<file path="config.mk">
export PLATFORM = sky130hd
export DESIGN_NAME = spiram_arbiter
export DESIGN_NICKNAME = d
export VERILOG_FILES = /design/src/rtl/spiram_arbiter.sv
export SDC_FILE = /design/constraint.sdc
export NUM_CORES = 1
export LEC_CHECK = 0
export BUFFER_PORTS_ARGS = -buffer_cell sky130_fd_sc_hd__buf_2
export CAP_MARGIN = 0
export CORE_MARGIN = 3
export CORE_UTILIZATION = 40
export CTS_CLUSTER_SIZE = 30
export DETAILED_ROUTE_END_ITERATION = 8
export GPL_ROUTABILITY_DRIVEN = 0
export SYNTH_ARGS = -nofsm -noshare
export SYNTH_HDL_FRONTEND = slang
export SYNTH_SLANG_ARGS = --single-unit
</file>
<file path="constraint.sdc">
create_clock -name clk -period 2.9 [get_ports clk]
set_clock_uncertainty 0.05 [all_clocks]
set_input_delay 0.87 -clock clk [delete_from_list [all_inputs] [get_ports clk]]
set_output_delay 0.87 -clock clk [all_outputs]
set_load 0.005 [all_outputs]
</file>
<file path="src/rtl/spiram_arbiter.sv">
// spiram_arbiter
// ---------------------------------------------------------------------------
// Shares one memory-mapped SPI RAM controller between a CPU port (port 0) and
// a DMA/peripheral port (port 1). The controller writes one byte per command,
// so masked word writes are split into one byte write per enabled lane,
// issued in ascending lane order. Reads are a single lane-0 transaction.
// Completion is returned to the granted port as a one-cycle ack.
//
// Configuration macro: SPIRAM_ARB_RR_EN
//   defined   -> round-robin arbitration between the two ports
//   undefined -> fixed priority, port 0 wins simultaneous requests
//
// Ports:
//   clk, reset              clock and asynchronous active-low reset
//   pN_req/we/addr/wdata/wmask  request side of port N (held until ack)
//   pN_rdata, pN_ack        read data (held between acks) and ack pulse
//   err                     one-cycle pulse when an access times out
//   spi_rd, spi_wr          strobes to the controller
//   spi_word_address        byte address {word addr, lane}
//   spi_wdata               lane byte in [7:0], upper bits zero
//   spi_rdata               controller read data
//   spi_rbusy, spi_wbusy    controller busy flags
// ---------------------------------------------------------------------------
module spiram_arbiter #(
  parameter int TIMEOUT = 255
) (
  input  logic        clk,
  input  logic        reset,
  input  logic        p0_req,
  input  logic        p0_we,
  input  logic [17:0] p0_addr,
  input  logic [31:0] p0_wdata,
  input  logic [3:0]  p0_wmask,
  input  logic        p1_req,
  input  logic        p1_we,
  input  logic [17:0] p1_addr,
  input  logic [31:0] p1_wdata,
  input  logic [3:0]  p1_wmask,
  output logic [31:0] p0_rdata,
  output logic [31:0] p1_rdata,
  output logic        p0_ack,
  output logic        p1_ack,
  output logic        err,
  output logic        spi_rd,
  output logic        spi_wr,
  output logic [19:0] spi_word_address,
  output logic [31:0] spi_wdata,
  input  logic [31:0] spi_rdata,
  input  logic        spi_rbusy,
  input  logic        spi_wbusy
);

  localparam int TW = $clog2(TIMEOUT + 1);

  typedef enum logic [1:0] {IDLE, ISSUE, WAIT_DONE, RESP} state_e;

  state_e      state_q, state_d;
  logic        grant_q, grant_d;
  logic        we_q, we_d;
  logic [17:0] addr_q, addr_d;
  logic [31:0] wdata_q, wdata_d;
  logic [3:0]  wmask_q, wmask_d;
  logic [1:0]  lane_q, lane_d;
  logic [TW-1:0] tcnt_q, tcnt_d;
  logic [31:0] rbuf_q, rbuf_d;
  logic        p0_ack_q, p0_ack_d, p1_ack_q, p1_ack_d;
  logic        err_q, err_d;
  logic        spi_rd_q, spi_rd_d, spi_wr_q, spi_wr_d;
  logic [19:0] spi_addr_q, spi_addr_d;
  logic [31:0] spi_wdata_q, spi_wdata_d;
  logic [31:0] p0_rdata_q, p0_rdata_d, p1_rdata_q, p1_rdata_d;
`ifdef SPIRAM_ARB_RR_EN
  logic        prio_q, prio_d;
`endif

  logic        grantValid, grantPort;
  logic        winWe;
  logic [17:0] winAddr;
  logic [31:0] winWdata;
  logic [3:0]  winMask;
  logic        busySel, timeoutHit, moreLanes;
  logic [3:0]  remainMask;

  // Lowest enabled lane of a mask (mask assumed non-zero by callers).
  function automatic logic [1:0] lowestLane(input logic [3:0] m);
    logic [1:0] l;
    l = 2'd0;
    for (int i = 3; i >= 0; i--) begin
      if (m[i]) l = 2'(i);
    end
    return l;
  endfunction

  // Arbitration. No grant is made while an ack is on the wire, so a port
  // holding req through its ack is seen as a fresh request one cycle later.
  always_comb begin
    grantValid = (p0_req | p1_req) & ~(p0_ack_q | p1_ack_q);
`ifdef SPIRAM_ARB_RR_EN
    grantPort  = (p0_req & p1_req) ? prio_q : p1_req;
`else
    grantPort  = ~p0_req;
`endif
    winWe    = grantPort ? p1_we    : p0_we;
    winAddr  = grantPort ? p1_addr  : p0_addr;
    winWdata = grantPort ? p1_wdata : p0_wdata;
    winMask  = grantPort ? p1_wmask : p0_wmask;
  end

  always_comb begin
    busySel    = we_q ? spi_wbusy : spi_rbusy;
    timeoutHit = (tcnt_q == TW'(TIMEOUT - 1));
    remainMask = wmask_q & (4'b1110 << lane_q);
    moreLanes  = we_q & (|remainMask);
  end

  // State register
  always_ff @(posedge clk or negedge reset) begin
    if (!reset) state_q <= IDLE;
    else        state_q <= state_d;
  end

  // Next-state logic
  always_comb begin
    state_d = state_q;
    case (state_q)
      IDLE: begin
        if (grantValid) begin
          if (!winWe || (winMask != 4'd0)) state_d = ISSUE;
          else                             state_d = RESP;
        end
      end
      ISSUE: begin
        if (busySel)         state_d = WAIT_DONE;
        else if (timeoutHit) state_d = RESP;
      end
      WAIT_DONE: begin
        if (!busySel) state_d = moreLanes ? ISSUE : RESP;
      end
      RESP:    state_d = IDLE;
      default: state_d = IDLE;
    endcase
  end

  // Output and datapath next values. Strobes, address and data are
  // registered so the controller sees clean signals one cycle after the
  // decision edge.
  always_comb begin
    grant_d     = grant_q;
    we_d        = we_q;
    addr_d      = addr_q;
    wdata_d     = wdata_q;
    wmask_d     = wmask_q;
    lane_d      = lane_q;
    tcnt_d      = tcnt_q;
    rbuf_d      = rbuf_q;
    p0_ack_d    = 1'b0;
    p1_ack_d    = 1'b0;
    err_d       = 1'b0;
    spi_rd_d    = spi_rd_q;
    spi_wr_d    = spi_wr_q;
    spi_addr_d  = spi_addr_q;
    spi_wdata_d = spi_wdata_q;
    p0_rdata_d  = p0_rdata_q;
    p1_rdata_d  = p1_rdata_q;
`ifdef SPIRAM_ARB_RR_EN
    prio_d      = prio_q;
`endif
    case (state_q)
      IDLE: begin
        if (grantValid) begin
          grant_d = grantPort;
          we_d    = winWe;
          addr_d  = winAddr;
          wdata_d = winWdata;
          wmask_d = winMask;
          lane_d  = winWe ? lowestLane(winMask) : 2'd0;
`ifdef SPIRAM_ARB_RR_EN
          prio_d  = ~grantPort;
`endif
          if (!winWe || (winMask != 4'd0)) begin
            spi_rd_d    = ~winWe;
            spi_wr_d    = winWe;
            spi_addr_d  = {winAddr, lane_d};
            spi_wdata_d = {24'd0, winWdata[{lane_d, 3'b000} +: 8]};
            tcnt_d      = '0;
          end
        end
      end
      ISSUE: begin
        if (busySel) begin
          spi_rd_d = 1'b0;
          spi_wr_d = 1'b0;
        end else if (timeoutHit) begin
          spi_rd_d = 1'b0;
          spi_wr_d = 1'b0;
          err_d    = 1'b1;
          rbuf_d   = 32'hFFFF_FFFF;
        end else if (tcnt_q != '1) begin
          tcnt_d = tcnt_q + TW'(1);
        end
      end
      WAIT_DONE: begin
        if (!busySel) begin
          if (moreLanes) begin
            lane_d      = lowestLane(remainMask);
            spi_wr_d    = 1'b1;
            spi_addr_d  = {addr_q, lane_d};
            spi_wdata_d = {24'd0, wdata_q[{lane_d, 3'b000} +: 8]};
            tcnt_d      = '0;
          end else if (!we_q) begin
            rbuf_d = spi_rdata;
          end
        end
      end
      RESP: begin
        if (grant_q) begin
          p1_ack_d = 1'b1;
          if (!we_q) p1_rdata_d = rbuf_q;
        end else begin
          p0_ack_d = 1'b1;
          if (!we_q) p0_rdata_d = rbuf_q;
        end
      end
      default: ;
    endcase
  end

  // Datapath and output registers
  always_ff @(posedge clk or negedge reset) begin
    if (!reset) begin
      grant_q     <= 1'b0;
      we_q        <= 1'b0;
      addr_q      <= '0;
      wdata_q     <= '0;
      wmask_q     <= '0;
      lane_q      <= '0;
      tcnt_q      <= '0;
      rbuf_q      <= '0;
      p0_ack_q    <= 1'b0;
      p1_ack_q    <= 1'b0;
      err_q       <= 1'b0;
      spi_rd_q    <= 1'b0;
      spi_wr_q    <= 1'b0;
      spi_addr_q  <= '0;
      spi_wdata_q <= '0;
      p0_rdata_q  <= '0;
      p1_rdata_q  <= '0;
`ifdef SPIRAM_ARB_RR_EN
      prio_q      <= 1'b0;
`endif
    end else begin
      grant_q     <= grant_d;
      we_q        <= we_d;
      addr_q      <= addr_d;
      wdata_q     <= wdata_d;
      wmask_q     <= wmask_d;
      lane_q      <= lane_d;
      tcnt_q      <= tcnt_d;
      rbuf_q      <= rbuf_d;
      p0_ack_q    <= p0_ack_d;
      p1_ack_q    <= p1_ack_d;
      err_q       <= err_d;
      spi_rd_q    <= spi_rd_d;
      spi_wr_q    <= spi_wr_d;
      spi_addr_q  <= spi_addr_d;
      spi_wdata_q <= spi_wdata_d;
      p0_rdata_q  <= p0_rdata_d;
      p1_rdata_q  <= p1_rdata_d;
`ifdef SPIRAM_ARB_RR_EN
      prio_q      <= prio_d;
`endif
    end
  end

  assign p0_ack           = p0_ack_q;
  assign p1_ack           = p1_ack_q;
  assign err              = err_q;
  assign spi_rd           = spi_rd_q;
  assign spi_wr           = spi_wr_q;
  assign spi_word_address = spi_addr_q;
  assign spi_wdata        = spi_wdata_q;
  assign p0_rdata         = p0_rdata_q;
  assign p1_rdata         = p1_rdata_q;

endmodule
</file>
## Word-level counts from Yosys, hierarchy flattened

Index checks and enable logic that the tools add are counted.

- Register bits: 221
- Word-level logic and storage cells: 138

- Add/subtract/negate cells: 1
- Reduce and logical (&&, ||, !) cells: 19
- Shifts and indexed selects: 3
- Muxes and demuxes: 71
- Eq/ne operators: 16
- Bitwise logic cells: 10

Operator list:

| operator | count |
|---|---|
| two-way mux 32 bit | 10 |
| case mux 32 bit (2 select lines) | 2 |
| two-way mux 20 bit | 4 |
| indexed part select 32 x 6 -> 8 bit | 2 |
| two-way mux 8 bit | 7 |
| two-way mux 2 bit | 23 |
| case mux 20 bit (2 select lines) | 1 |
| case mux 8 bit (3 select lines) | 1 |
| inequality test 2 bit, second input constant | 10 |
| two-way mux 18 bit | 1 |
| two-way mux 1 bit | 17 |
| AND reduction 6 bit | 2 |
| AND reduction 3 bit | 3 |
| adder 8 x 1 -> 8 bit, second input constant | 1 |
| equality test 8 bit, second input constant | 1 |
| inequality test 8 bit, second input constant | 1 |
| case mux 2 bit (4 select lines) | 1 |
| AND reduction 4 bit | 2 |
| AND reduction 8 bit | 1 |
| nonzero test 2 bit | 3 |
| inverter 1 bit | 5 |
| AND reduction 5 bit | 1 |
| bitwise AND 4 bit | 1 |
| equality test 2 bit, second input constant | 2 |
| 16 further kinds | 18 |

## Logic depth before layout (Yosys ltp)

Gate-level depths: netlist (run 1).

- Depth in word-level cells: 13
- Mapped depth: 10
- Gate-level depth less buffers: 7

## Worst setup path after synthesis (run 1)

No wires, ideal clock.

- Path type: input -> register
- From: in p1_wmask[3]
- To: reg spi_wdata_q[1], in the netlist spi_wdata[1]
- Setup slack: 0.308 ns
- Setup time: 0.095 ns
- Data arrival time: 2.446 ns
- Required time: 2.755 ns
- Stages: 7
- Path through: nor2b_1 nor3_2 a2111oi_4 buf_6 mux2i_1 o22ai_1 o31ai_1

- Longest elaborated chain between the ends: 12
- Elaborated cells on any way between the ends: 16
- Classes of those cells: eq/ne (1); shift (1); mux (11); reduce/logical (3)

Ends and longest elaborated chain:

| what | line | text |
|---|---|---|
| from (decl) | 38 | `input logic [3:0] p1_wmask,` |
| two-way mux 4 bit * | 106 | `winMask = grantPort ? p1_wmask : p0_wmask;` |
| two-way mux 2 bit (4 in series) | 89 | `if (m[i]) l = 2'(i);` |
| two-way mux 2 bit | 170 | `if (grantValid) begin` |
| two-way mux 2 bit | 168 | `case (state_q)` |
| two-way mux 2 bit | 176 | `lane_d = winWe ? lowestLane(winMask) : 2'd0;` |
| indexed part select 32 x 6 -> 8 bit | 184 | `spi_wdata_d = {24'd0, winWdata[{lane_d, 3'b000} +: 8]};` |
| two-way mux 32 bit | 180 | `if (!winWe \|\| (winMask != 4'd0)) begin` |
| two-way mux 32 bit | 170 |  |
| case mux 32 bit (2 select lines) | 168 |  |
| to (signal assigned) | 266 | `spi_wdata_q <= spi_wdata_d;` |
| to (decl) | 70 | `logic [31:0] spi_wdata_q, spi_wdata_d;` |

Mark *: on every way between the ends. The rest lies on a longest branch, timed or not. The select of a mux whose other input is x is not followed.
A chain may end at the register's enable or synchronous reset.

## Worst setup path after layout (run 1)

- From: in p0_req
- To: reg spi_wdata_q[4], in the netlist spi_wdata[4]

- Longest elaborated chain between the ends: 12
- Elaborated cells on any way between the ends: 22
- Classes of those cells: eq/ne (2); shift (1); mux (13); bitwise (2); reduce/logical (4)

Ends and longest elaborated chain:

| what | line | text |
|---|---|---|
| from (decl) | 29 | `input logic p0_req,` |
| two-way mux 4 bit | 106 |  |
| two-way mux 2 bit (4 in series) | 89 |  |
| two-way mux 2 bit | 170 |  |
| two-way mux 2 bit | 168 |  |
| two-way mux 2 bit | 176 |  |
| indexed part select 32 x 6 -> 8 bit | 184 |  |
| two-way mux 32 bit | 180 |  |
| two-way mux 32 bit | 170 |  |
| case mux 32 bit (2 select lines) | 168 |  |

Parallel ways exist; a longest one is shown, timed or not. The select of a mux whose other input is x is not followed.

==> metrics.txt, run 1 <==
# TYPE chip_impl_metric gauge
chip_impl_info{name="outcome",value="complete, no violations"} 1
chip_impl_info{name="slowest_stage_cell_cp",value="sky130_fd_sc_hd__or4b_1"} 1
chip_impl_metric{name="final.period_utilization",unit=""} 0.831
chip_impl_metric{name="report.final.setup_viol",unit=""} 0
chip_impl_info{name="setup.worst_path.end_class",value="flop"} 1
chip_impl_metric{name="synth.ff_latch_count",unit=""} 196
chip_impl_metric{name="initial_core_util",unit=""} 0.407
chip_impl_metric{name="totalNegativeSetupSlack",unit="ns"} 0
chip_impl_metric{name="grt_start_max_net_pins",unit=""} 103
chip_impl_metric{name="post_synth.cell_area_avg",unit="um2"} 10.5
chip_impl_metric{name="gr-total-overflow",unit=""} 0
chip_impl_metric{name="die-height",unit="um"} 158
chip_impl_info{name="layout_commonest_cell",value="sky130_fd_sc_hd__buf_2"} 1
chip_impl_metric{name="yosys-mux-area-fraction",unit=""} 0.168
chip_impl_metric{name="critPathBufInv",unit=""} 1
chip_impl_metric{name="layout_setup_ws",unit="ns"} 0.491
chip_impl_metric{name="clock.fmax",unit="GHz"} 0.415
chip_impl_metric{name="irDropWorstVdd",unit="uV"} 472
chip_impl_metric{name="ctsLongestPathBuffers",unit=""} 2
chip_impl_metric{name="cts_max_level",unit=""} 4
chip_impl_info{name="layout.cells.most_common_list",value="242 x sky130_fd_sc_hd__buf_2, 196 x sky130_fd_sc_hd__dfrtp_1, 133 x sky130_fd_sc_hd__nand2_1"} 1
chip_impl_info{name="cpLargestDelayFamily",value="simple AND/OR/NAND/NOR gates"} 1
chip_impl_metric{name="register_area_share_after_synthesis",unit=""} 0.530
chip_impl_info{name="crit_path_start_kind",value="input pin"} 1
chip_impl_info{name="cts_tree",value="yes"} 1
chip_impl_metric{name="grt_pass1_vias",unit=""} 7018
chip_impl_info{name="root_buffer",value="sky130_fd_sc_hd__clkbuf_16"} 1
chip_impl_metric{name="max_slew_margin",unit=""} 0.462
chip_impl_metric{name="clkTransAtPathRegs",unit="ns"} 0.08
chip_impl_metric{name="dr.first_iter.drc_count",unit=""} 405
chip_impl_metric{name="critPathArrivalTime",unit="ns"} 2.69
chip_impl_info{name="critical_path.cell_chain",value="buf_4, or4b_1, a211oi_2, or2_1, o22ai_1, o31ai_1"} 1
chip_impl_metric{name="portion_of_total_power_attributed_to_the_clock_network",unit=""} 0.194
chip_impl_metric{name="post_synth_instance_area",unit="um2"} 9250
chip_impl_metric{name="comb_power_share",unit=""} 0.410
chip_impl_metric{name="met2WireLength",unit="um"} 10700
chip_impl_metric{name="clk-insertion-delay-late",unit="ns"} 0.43
chip_impl_metric{name="postSynthCellCount",unit=""} 884
chip_impl_metric{name="post_synth_and_or_nand_nor_area_fraction",unit=""} 0.113
chip_impl_metric{name="placed_cells_incl_taps",unit=""} 1384
chip_impl_metric{name="synth.yosys.warnings",unit=""} 0
chip_impl_metric{name="buffer_ports.inserted",unit=""} 244
chip_impl_metric{name="drive_gt1_frac",unit=""} 0.337
chip_impl_metric{name="vias_per_cell",unit=""} 5.01
chip_impl_info{name="top_signal_layer_used",value="met4"} 1
chip_impl_metric{name="seqPwrFrac",unit=""} 0.395
chip_impl_metric{name="routed_length_on_met1",unit="um"} 10700
chip_impl_metric{name="period_needed",unit="ns"} 2.41
chip_impl_metric{name="postCtsSetupRepairBufs",unit=""} 0
chip_impl_metric{name="globalRouteTotalUtil",unit=""} 0.186
chip_impl_metric{name="drt.antenna.violating_nets",unit=""} 0
chip_impl_metric{name="internal_power",unit="mW"} 7.52
chip_impl_info{name="combinational_family_with_the_most_area_after_synthesis",value="multiplexers"} 1
chip_impl_metric{name="grt_pass1_wl",unit="um"} 36900
chip_impl_metric{name="detail_route.first_pass.iterations",unit=""} 5
chip_impl_metric{name="lkg_pwr",unit="nW"} 5.66
chip_impl_metric{name="worst_pin_slew",unit="ns"} 0.807
chip_impl_metric{name="post_layout_nonfiller_instances",unit=""} 1417
chip_impl_info{name="ys_dominant_reg_cell",value="sky130_fd_sc_hd__dfrtp_1"} 1
chip_impl_info{name="worst-setup-path-type",value="input pin to flop"} 1
chip_impl_metric{name="cts-hold-fix-buffers",unit=""} 0
chip_impl_metric{name="cts_buffers",unit=""} 17
chip_impl_metric{name="clock_sinks",unit=""} 196
chip_impl_metric{name="post_synth_num_cell_types",unit=""} 51
chip_impl_metric{name="crit_path_max_cell_delay",unit="ns"} 0.54
chip_impl_metric{name="flow.area_growth_from_synthesis",unit="%"} 23.6
chip_impl_metric{name="design.core.area",unit="um2"} 22700
chip_impl_metric{name="antenna_found_initial",unit=""} 0
chip_impl_metric{name="num_io_pins",unit=""} 269
chip_impl_metric{name="netSwitchingPower",unit="mW"} 4.71
chip_impl_metric{name="routed-wl-met3",unit="um"} 1440
chip_impl_metric{name="pre_cts_ws",unit="ns"} 0.0225
chip_impl_info{name="min_path_type",value="input pin to asynchronous set/reset pin"} 1
chip_impl_metric{name="std_cell_rows",unit=""} 55
chip_impl_metric{name="async_reset_ff_frac",unit=""} 1.00
chip_impl_metric{name="compound_gate_portion_of_the_synthesized_area",unit=""} 0.129
chip_impl_metric{name="synth_edf_count",unit=""} 0
chip_impl_info{name="unrepaired_setup_endpoints_after_global_routing",value="no"} 1
chip_impl_metric{name="dpl.hpwl",unit="um"} 16600
chip_impl_metric{name="average_detailed_routed_wire_length_per_instance",unit="um"} 16.3
chip_impl_metric{name="postRouteWirelength",unit="um"} 23200
chip_impl_metric{name="post_cts_resized",unit=""} 0
chip_impl_metric{name="max-cap-violations",unit=""} 0
chip_impl_metric{name="report.final.hold_viol_count",unit=""} 0
chip_impl_metric{name="vias",unit=""} 7100
chip_impl_metric{name="drc_errors",unit=""} 0
chip_impl_metric{name="synthAdderAreaFrac",unit=""} 0.00947
chip_impl_metric{name="die_w",unit="um"} 158
chip_impl_metric{name="synthXorXnorAreaFrac",unit=""} 0
chip_impl_metric{name="report.final.slew_viol_count",unit=""} 0
chip_impl_metric{name="num-nets-final",unit=""} 1273
chip_impl_metric{name="required_worst_endpoint",unit="ns"} 3.18
chip_impl_metric{name="critical_path.max_fanout",unit=""} 8
chip_impl_metric{name="p_sw_frac",unit=""} 0.385
chip_impl_metric{name="die_area",unit="um2"} 25000
chip_impl_metric{name="pwr_dens",unit="nW/um2"} 1070
power by group through the flow:
stage,sequential [mW],combinational (mW),clock [mW]
after global routing,5.01,5.71,2.58
after CTS,4.85,5.12,2.45
after global placement,4.85,4.98,0
final,4.84,5.02,2.38
after detailed placement,4.89,5.12,0
after floorplan,4.79,3.20,0
synthesized netlist by cell type (15+ instances only):
cell                       instances  area share
sky130_fd_sc_hd__dfrtp_1         196        0.53
sky130_fd_sc_hd__nand2_1         134       0.054
sky130_fd_sc_hd__o21ai_1          83       0.045
sky130_fd_sc_hd__mux2i_1          74       0.080
sky130_fd_sc_hd__mux2_2           66       0.080
sky130_fd_sc_hd__nor2_1           62       0.025
sky130_fd_sc_hd__o21ai_0          37       0.020
sky130_fd_sc_hd__clkbuf_1         35       0.014
sky130_fd_sc_hd__a21oi_1          29       0.016
sky130_fd_sc_hd__buf_4            24       0.019
sky130_fd_sc_hd__buf_2            15      0.0081
sky130_fd_sc_hd__nand3_1          15      0.0081
worst register-to-register path, cell delays in order (launching register included):
cell and delay [ns]:
sky130_fd_sc_hd__dfrtp_1 0.43, sky130_fd_sc_hd__inv_1 0.15, sky130_fd_sc_hd__ha_2 0.39, sky130_fd_sc_hd__inv_2 0.17, sky130_fd_sc_hd__a211oi_1 0.26, sky130_fd_sc_hd__o211ai_1 0.17
sky130_fd_sc_hd__buf_12 0.18, sky130_fd_sc_hd__buf_12 0.17, sky130_fd_sc_hd__o31ai_1 0.30
kinds of logic after synthesis:
logic type,after synthesis
buf+inv,89
compound gates,201
other cells,1
mux,144
fa+ha+maj,7
flops,196
simple gates,246
final timing paths:
check                           slack [ns]    startpoint      endpoint  cells after the start
worst max-delay path                  0.49        p0_req  spi_wdata[4]                      6
worst min-delay path                  0.35         reset    rbuf_q[23]                      1
worst max register to register        0.53    state_q[0]  spi_wdata[4]                      8
worst min register to register        0.43  spi_wdata[2]  spi_wdata[2]                      2
max in group asynchronous             1.74         reset    rbuf_q[13]                      2
min in group clk                      0.43  spi_wdata[2]  spi_wdata[2]                      2
cell type report:
| class | instances | area, um2 |
|---|---|---|
| diodes | 1 | 2.50 |
| clock buffers | 17 | 425 |
| clock inverters | 15 | 176 |
| fillers | 2115 | 11300 |
| inverters | 11 | 41.3 |
| multi-input cells | 622 | 3990 |
| flip-flops and latches | 196 | 4900 |
| well taps | 285 | 357 |
| repair buffers | 270 | 1530 |
sequential cells by signal (all words and copies together), names as in the netlist, 2 cells and up:
| signal | flops |
|---|---|
| state_q | 2 |
| spi_word_address | 20 |
| lane_q | 2 |
| rbuf_q | 32 |
| wmask_q | 3 |
| tcnt_q | 8 |
| spi_wdata | 8 |
| p0_rdata | 32 |
| addr_q | 18 |
| wdata_q | 32 |
| p1_rdata | 32 |
metrics by stage:
step / total power, mW / utilization / hold WS (ns) / instance area [um2]
after floorplan: 7.99 / - / 0.399 / 9340
after global placement: 9.83 / 0.477 / 0.412 / 10800
after detailed placement: 10.0 / 0.477 / 0.419 / 10800
after CTS: 12.4 / 0.503 / 0.351 / 11400
after global routing: 13.3 / 0.503 / 0.357 / 11400
final: 12.2 / 0.503 / 0.349 / 11400
layer usage:
| metal | vias up | track usage |
|---|---|---|
| li1 | 3510 | - |
| met1 | 3328 | 0.256 |
| met2 | 237 | 0.298 |
| met3 | 25 | 0.0396 |
| met4 | 0 | 0.0528 |
| met5 | - | 0 |
Note: power is estimated with default switching activity, not from simulation.
==> run 2, diff against run 1 <==
- ABC_AREA: default -> 1
- clock period: 2.9 -> 2.3 ns (I/O delays scaled with it)
==> run 2 against run 1 <==
Synthesized cell count is 40% higher; critical path depth is 5 higher; critical endpoint is now spi_wdata[0]; wire length is 11% higher; clock power is 32% higher; area after synthesis is 4.4% higher; power is 29% higher; utilization is 0.58 points higher.
==> metrics.txt, run 2 <==
# TYPE chip_impl_metric gauge
chip_impl_info{name="outcome",value="complete, no violations"} 1
chip_impl_metric{name="post_synth.cell_area_avg",unit="um2"} 7.80
chip_impl_metric{name="pwr_dens",unit="nW/um2"} 1310
chip_impl_metric{name="dr.first_iter.drc_count",unit=""} 589
chip_impl_info{name="netlist_top_cells_area",value="sky130_fd_sc_hd__dfrtp_1 51%, sky130_fd_sc_hd__nand2_1 18%, sky130_fd_sc_hd__o21ai_0 9.3%, sky130_fd_sc_hd__inv_1 3.8%, sky130_fd_sc_hd__nand3_1 2.8%"} 1
chip_impl_metric{name="ctsLongestPathBuffers",unit=""} 2
chip_impl_metric{name="detail_route.first_pass.iterations",unit=""} 7
chip_impl_metric{name="die-height",unit="um"} 161
chip_impl_info{name="cts_tree",value="yes"} 1
chip_impl_metric{name="report.final.hold_viol_count",unit=""} 0
chip_impl_metric{name="cts_max_level",unit=""} 4
chip_impl_info{name="min_path_type",value="input pin to asynchronous set/reset pin"} 1
chip_impl_metric{name="period_needed",unit="ns"} 1.98
chip_impl_metric{name="post_cts_resized",unit=""} 0
chip_impl_metric{name="vias_per_cell",unit=""} 4.74
chip_impl_metric{name="grt_start_max_net_pins",unit=""} 69
chip_impl_metric{name="max_slew_margin",unit=""} 0.609
chip_impl_metric{name="worst_pin_slew",unit="ns"} 0.587
chip_impl_metric{name="utilization",unit=""} 0.509
chip_impl_metric{name="netlist.area_leader.share",unit=""} 0.508
chip_impl_metric{name="post_synth_num_cell_types",unit=""} 35
chip_impl_metric{name="totalNegativeSetupSlack",unit="ns"} 0
chip_impl_metric{name="clock_sinks",unit=""} 196
chip_impl_metric{name="irDropWorstVdd",unit="uV"} 579
chip_impl_info{name="yosys-top-cells-count",value="466 x sky130_fd_sc_hd__nand2_1, 196 x sky130_fd_sc_hd__dfrtp_1, 180 x sky130_fd_sc_hd__o21ai_0, 98 x sky130_fd_sc_hd__inv_1"} 1
chip_impl_metric{name="antenna_found_initial",unit=""} 0
chip_impl_metric{name="synth.yosys.warnings",unit=""} 0
chip_impl_info{name="crit_path_start_kind",value="flop"} 1
chip_impl_metric{name="postCtsSetupRepairBufs",unit=""} 0
chip_impl_metric{name="clkTransAtPathRegs",unit="ns"} 0.09
chip_impl_metric{name="drive_gt1_frac",unit=""} 0.238
chip_impl_metric{name="postSynthCellCount",unit=""} 1237
chip_impl_info{name="ys_dominant_reg_cell",value="sky130_fd_sc_hd__dfrtp_1"} 1
chip_impl_metric{name="report.final.slew_viol_count",unit=""} 0
chip_impl_metric{name="average_detailed_routed_wire_length_per_instance",unit="um"} 14.2
chip_impl_metric{name="grt_pass1_wl",unit="um"} 42200
chip_impl_info{name="root_buffer",value="sky130_fd_sc_hd__clkbuf_16"} 1
chip_impl_metric{name="final.period_utilization",unit=""} 0.861
chip_impl_metric{name="clock.fmax",unit="GHz"} 0.505
chip_impl_metric{name="synth_edf_count",unit=""} 0
chip_impl_metric{name="std_cell_rows",unit=""} 56
chip_impl_info{name="synth.largest_area_cell",value="sky130_fd_sc_hd__dfrtp_1"} 1
chip_impl_metric{name="max-cap-violations",unit=""} 0
chip_impl_metric{name="globalRouteTotalUtil",unit=""} 0.199
chip_impl_metric{name="post_layout_nonfiller_instances",unit=""} 1814
chip_impl_metric{name="synth.ff_latch_count",unit=""} 196
chip_impl_metric{name="clk-insertion-delay-late",unit="ns"} 0.43
chip_impl_metric{name="cts_buffers",unit=""} 17
chip_impl_metric{name="dpl.hpwl",unit="um"} 18500
chip_impl_metric{name="num_io_pins",unit=""} 269
chip_impl_metric{name="register_area_share_after_synthesis",unit=""} 0.508
chip_impl_metric{name="die_area",unit="um2"} 26000
chip_impl_metric{name="required_worst_endpoint",unit="ns"} 2.57
chip_impl_metric{name="grt_pass1_vias",unit=""} 8216
chip_impl_metric{name="critical_path.max_fanout",unit=""} 17
chip_impl_metric{name="die_w",unit="um"} 161
chip_impl_metric{name="buffer_ports.inserted",unit=""} 244
chip_impl_info{name="worst-setup-path-type",value="flop to flop"} 1
chip_impl_metric{name="drt.antenna.violating_nets",unit=""} 0
chip_impl_info{name="layout_commonest_cell",value="sky130_fd_sc_hd__nand2_1"} 1
chip_impl_metric{name="design.core.area",unit="um2"} 23600
chip_impl_metric{name="lkg_pwr",unit="nW"} 6.64
chip_impl_metric{name="report.final.setup_viol",unit=""} 0
chip_impl_info{name="setup.worst_path.end_class",value="flop"} 1
chip_impl_metric{name="cts-hold-fix-buffers",unit=""} 0
chip_impl_info{name="unrepaired_setup_endpoints_after_global_routing",value="no"} 1
chip_impl_metric{name="num-nets-final",unit=""} 1637
chip_impl_info{name="count_leader_synth",value="sky130_fd_sc_hd__nand2_1"} 1
chip_impl_metric{name="postRouteWirelength",unit="um"} 25700
chip_impl_metric{name="gr-total-overflow",unit=""} 0
chip_impl_metric{name="vias",unit=""} 8604
chip_impl_metric{name="flow.area_growth_from_synthesis",unit="%"} 24.5
chip_impl_metric{name="antenna_cells",unit=""} 0
chip_impl_metric{name="drc_errors",unit=""} 0
chip_impl_metric{name="async_reset_ff_frac",unit=""} 1.00
chip_impl_metric{name="post_synth_instance_area",unit="um2"} 9650
chip_impl_info{name="layout.cells.most_common_list",value="464 x sky130_fd_sc_hd__nand2_1, 243 x sky130_fd_sc_hd__buf_2, 196 x sky130_fd_sc_hd__dfrtp_1"} 1
chip_impl_metric{name="initial_core_util",unit=""} 0.409
chip_impl_metric{name="critPathArrivalTime",unit="ns"} 2.25
chip_impl_metric{name="placed_cells_incl_taps",unit=""} 1782
## run 2: cell families after synthesis
group | after synthesis | synth area share
buf+inv | 190 | 0.0885
xor+xnor | 3 | 0.00272
compound gates | 203 | 0.106
simple gates | 614 | 0.261
mux | 23 | 0.0238
flops | 196 | 0.508
fa+ha+maj | 7 | 0.00907
other cells | 1 | 0.000388
## run 2: path summary, 6_finish.rpt
path | slack (ns) | cells past startpoint | start | end
max | 0.32 | 11 | state_q[0] | spi_wdata[0]
min | 0.18 | 1 | reset | p1_rdata[11]
max reg2reg | 0.32 | 11 | state_q[0] | spi_wdata[0]
min reg2reg | 0.42 | 2 | spi_word_address[4] | spi_word_address[4]
max in group asynchronous | 1.34 | 2 | reset | p1_rdata[23]
min in group clk | 0.42 | 2 | spi_word_address[4] | spi_word_address[4]
## run 2: metrics by stage
step / power (mW) / instance area, um2 / worst slack (ns) / hold slack, ns
floorplan: 10.1 / 9740 / 0.355 / 0.344
global placement: 12.6 / 11400 / 0.0965 / 0.403
detailed placement: 12.7 / 11400 / 0.0516 / 0.407
CTS: 15.9 / 12000 / 0.299 / 0.182
global route: 17.3 / 12000 / 0.136 / 0.179
finish: 15.7 / 12000 / 0.319 / 0.176
## run 2: worst max-delay path, cell delays in order, from the launching register on
cell and delay, ns:
sky130_fd_sc_hd__dfrtp_1 0.40, sky130_fd_sc_hd__inv_1 0.11, sky130_fd_sc_hd__ha_1 0.30, sky130_fd_sc_hd__nand3_1 0.16
sky130_fd_sc_hd__nand2_1 0.11, sky130_fd_sc_hd__nor2_2 0.10, sky130_fd_sc_hd__nand2_2 0.11, sky130_fd_sc_hd__nor2_8 0.14
sky130_fd_sc_hd__buf_12 0.16, sky130_fd_sc_hd__nand2_1 0.07, sky130_fd_sc_hd__nor2_1 0.11, sky130_fd_sc_hd__nor2_1 0.05
## run 2: cell type report
class                      instances  area [um2]
multi-input combinational        874        4000
clock buffer                      17         425
inverter                         105         394
clock inverter                    15         214
sequential                       196        4900
fill                            2357       11600
timing repair buffer             288        1690
tap                              319         399
## run 2: power by group
part           switching, mW  internal [mW]
combinational           4.10           2.58
clock                   1.60           1.52
sequential             0.848           5.07
## run 2: routing by layer
metal | track usage | vias up | wire [um]
li1 | - | 4338 | -
met1 | 0.284 | 3977 | 12000
met3 | 0.0380 | 14 | 1610
met5 | 0 | - | 0
met2 | 0.322 | 275 | 11800
met4 | 0.0360 | 0 | 204
==> run 3, diff against run 2 <==
- CELL_PAD_IN_SITES_DETAIL_PLACEMENT: default -> 1
- CELL_PAD_IN_SITES_GLOBAL_PLACEMENT: default -> 2
- CORE_MARGIN: 3 -> 5
- CORE_UTILIZATION: 40 -> 29
- HOLD_SLACK_MARGIN: default -> 0.06
- PLACE_DENSITY_LB_ADDON: default -> 0.1
==> run 3 against run 2 <==
Cell area is 1.6% higher; fmax is 3.2% lower; sequential share of layout area is 0.62 points lower; largest cell class unchanged; critical endpoint unchanged; register-to-register slack worse by 0.07 ns; utilization is 14 points lower.
==> metrics.txt, run 3 (same netlist as run 2, synthesis figures left out) <==
# TYPE chip_impl_metric gauge
chip_impl_metric{name="grt_start_max_net_pins",unit=""} 65
chip_impl_metric{name="globalRouteTotalUtil",unit=""} 0.167
chip_impl_metric{name="seqPwrFrac",unit=""} 0.366
chip_impl_metric{name="drive_gt1_frac",unit=""} 0.238
chip_impl_info{name="min_path_type",value="input pin to asynchronous set/reset pin"} 1
chip_impl_metric{name="utilization",unit=""} 0.373
chip_impl_metric{name="r2r_slack",unit="ns"} 0.25
chip_impl_metric{name="critical_path.max_fanout",unit=""} 23
chip_impl_metric{name="portion_of_total_power_attributed_to_the_clock_network",unit=""} 0.200
chip_impl_metric{name="clock.fmax",unit="GHz"} 0.489
chip_impl_metric{name="drt.antenna.violating_nets",unit=""} 0
chip_impl_metric{name="postLayoutCellArea",unit="um2"} 12200
chip_impl_info{name="slowest_stage_cell_cp",value="sky130_fd_sc_hd__dfrtp_1"} 1
chip_impl_metric{name="dr.first_iter.drc_count",unit=""} 331
chip_impl_metric{name="routed-wl-met3",unit="um"} 1620
chip_impl_metric{name="internal_power",unit="mW"} 9.43
chip_impl_metric{name="p_sw_frac",unit=""} 0.417
chip_impl_info{name="critical_path.startpoint",value="state_q[0]"} 1
chip_impl_metric{name="gr-total-overflow",unit=""} 0
chip_impl_metric{name="placed_cells_incl_taps",unit=""} 1905
chip_impl_metric{name="netSwitchingPower",unit="mW"} 6.74
chip_impl_metric{name="num_io_pins",unit=""} 269
chip_impl_metric{name="grt_pass1_wl",unit="um"} 49100
chip_impl_metric{name="detail_route.first_pass.iterations",unit=""} 4
chip_impl_info{name="worst_r2r_startpoint",value="state_q[0]"} 1
chip_impl_metric{name="antenna_found_initial",unit=""} 0
chip_impl_metric{name="die_w",unit="um"} 192
chip_impl_info{name="critical_path.cell_chain",value="inv_1, ha_1, nand3_1, nand2_1, nor2_2, nand2_2, nor2_8, buf_12, nand2_1, nor2_1, nor2_1"} 1
chip_impl_metric{name="critPathArrivalTime",unit="ns"} 2.32
chip_impl_metric{name="initial_core_util",unit=""} 0.295
chip_impl_metric{name="design.core.area",unit="um2"} 32700
chip_impl_metric{name="report.final.setup_viol",unit=""} 0
chip_impl_metric{name="post_layout_nonfiller_instances",unit=""} 1937
chip_impl_metric{name="max_slew_margin",unit=""} 0.645
chip_impl_metric{name="dpl.hpwl",unit="um"} 22900
chip_impl_metric{name="crit_path_max_cell_delay",unit="ns"} 0.41
chip_impl_metric{name="report.final.slew_viol_count",unit=""} 0
chip_impl_metric{name="die-height",unit="um"} 192
chip_impl_metric{name="area.sequential",unit="um2"} 4900
chip_impl_metric{name="routed_length_on_met1",unit="um"} 14500
chip_impl_metric{name="period_needed",unit="ns"} 2.05
chip_impl_metric{name="required_worst_endpoint",unit="ns"} 2.58
chip_impl_metric{name="cts_max_level",unit=""} 4
chip_impl_info{name="worst-setup-path-type",value="flop to flop"} 1
chip_impl_metric{name="num-nets-final",unit=""} 1637
chip_impl_metric{name="postRouteWirelength",unit="um"} 30700
chip_impl_metric{name="die_area",unit="um2"} 37000
chip_impl_metric{name="multi_input_logic_area",unit="um2"} 4000
chip_impl_metric{name="comb_power_share",unit=""} 0.434
chip_impl_info{name="end_of_the_worst_register_to_register_path",value="spi_wdata[0]"} 1
chip_impl_info{name="layout.cells.most_common_list",value="464 x sky130_fd_sc_hd__nand2_1, 243 x sky130_fd_sc_hd__buf_2, 196 x sky130_fd_sc_hd__dfrtp_1"} 1
chip_impl_metric{name="vias",unit=""} 8630
chip_impl_metric{name="flow.area_growth_from_synthesis",unit="%"} 26.4
chip_impl_metric{name="pwr_dens",unit="nW/um2"} 1330
chip_impl_metric{name="cts-hold-fix-buffers",unit=""} 0
chip_impl_metric{name="worst_pin_slew",unit="ns"} 0.533
chip_impl_metric{name="irDropWorstVdd",unit="uV"} 642
chip_impl_metric{name="buffer_ports.inserted",unit=""} 244
chip_impl_metric{name="max-cap-violations",unit=""} 0
chip_impl_metric{name="ff2ff_path_depth",unit=""} 11
chip_impl_metric{name="vias_per_cell",unit=""} 4.46
chip_impl_metric{name="dpl-instance-area",unit="um2"} 11600
chip_impl_metric{name="clk-insertion-delay-late",unit="ns"} 0.44
chip_impl_metric{name="post_cts_resized",unit=""} 0
chip_impl_info{name="layout_commonest_cell",value="sky130_fd_sc_hd__nand2_1"} 1
chip_impl_info{name="outcome",value="complete, no violations"} 1
chip_impl_metric{name="drc_errors",unit=""} 0
chip_impl_metric{name="clkTransAtPathRegs",unit="ns"} 0.07
chip_impl_metric{name="antenna_cells",unit=""} 0
chip_impl_metric{name="postCtsSetupRepairBufs",unit=""} 0
chip_impl_info{name="crit_path_start_kind",value="flop"} 1
chip_impl_metric{name="lkg_pwr",unit="nW"} 6.66
chip_impl_metric{name="ctsLongestPathBuffers",unit=""} 2
chip_impl_info{name="cp_capture_point",value="spi_wdata[0]"} 1
chip_impl_metric{name="final.period_utilization",unit=""} 0.890
chip_impl_metric{name="nFillCells",unit=""} 4049
chip_impl_metric{name="average_detailed_routed_wire_length_per_instance",unit="um"} 15.8
chip_impl_metric{name="met2WireLength",unit="um"} 14100
chip_impl_metric{name="std_cell_rows",unit=""} 66
chip_impl_info{name="unrepaired_setup_endpoints_after_global_routing",value="no"} 1
chip_impl_metric{name="grt_pass1_vias",unit=""} 9021
chip_impl_info{name="cts_tree",value="yes"} 1
chip_impl_info{name="root_buffer",value="sky130_fd_sc_hd__clkbuf_16"} 1
chip_impl_metric{name="clock_sinks",unit=""} 196
chip_impl_info{name="top_signal_layer_used",value="met4"} 1
chip_impl_metric{name="report.final.hold_viol_count",unit=""} 0
chip_impl_info{name="setup.worst_path.end_class",value="flop"} 1
chip_impl_metric{name="cts_buffers",unit=""} 17
chip_impl_metric{name="hold_slack",unit="ns"} 0.170
==> run 3: power groups by stage <==
stage	combinational [mW]	sequential (mW)	clock, mW
after detailed placement	7.20	6.01	0
final	7.01	5.92	3.24
after global routing	8.12	6.15	3.48
after global placement	7.04	5.99	0
after CTS	7.24	5.95	3.34
after floorplan	4.19	5.87	0
==> run 3: how the worst min path moves through the flow <==
| stage | start | to | slack [ns] | cells after the start |
|---|---|---|---|---|
| after floorplan | reset | addr_q[0] | 0.34 | 0 |
| final | reset | p0_rdata[5] | 0.17 | 1 |
| after detailed placement | spi_word_address[19] | spi_word_address[19] | 0.41 | 2 |
| after CTS | reset | p1_rdata[5] | 0.18 | 1 |
| after global routing | reset | p0_rdata[5] | 0.18 | 1 |
| after global placement | spi_word_address[13] | spi_word_address[13] | 0.40 | 2 |
==> run 3: metal layers <==
metal  track usage  vias to the layer above
met2         0.271                      183
met1         0.227                     4083
li1              -                     4339
met4        0.0409                        0
met5             0                        -
met3        0.0364                       25
==> run 3: layout make-up <==
class | count | share of cell area
timing repair buffer | 288 | 0.141
multi-input combinational | 874 | 0.327
tap | 442 | 0.0453
clock buffer | 17 | 0.0349
clock inverter | 15 | 0.0171
sequential | 196 | 0.402
inverter | 105 | 0.0323
==> run 3: metrics by stage <==
stage          TNS [ns]  setup slack, ns  total power, mW
6_report              0            0.254             16.2
5_1_grt               0           0.0457             17.7
4_1_cts               0            0.222             16.5
3_5_place_dp    -0.0799          -0.0249             13.2
3_3_place_gp          0          0.00789             13.0
2_1_floorplan         0            0.355             10.1
==> run 3: worst max-delay path, delay by kind of cell, from the launching register on <==
| kind | cells | cell delay [ns] |
|---|---|---|
| fa+ha+maj | 1 | 0.32 |
| simple gates | 8 | 0.87 |
| buf+inv | 2 | 0.29 |
| flops | 1 | 0.41 |
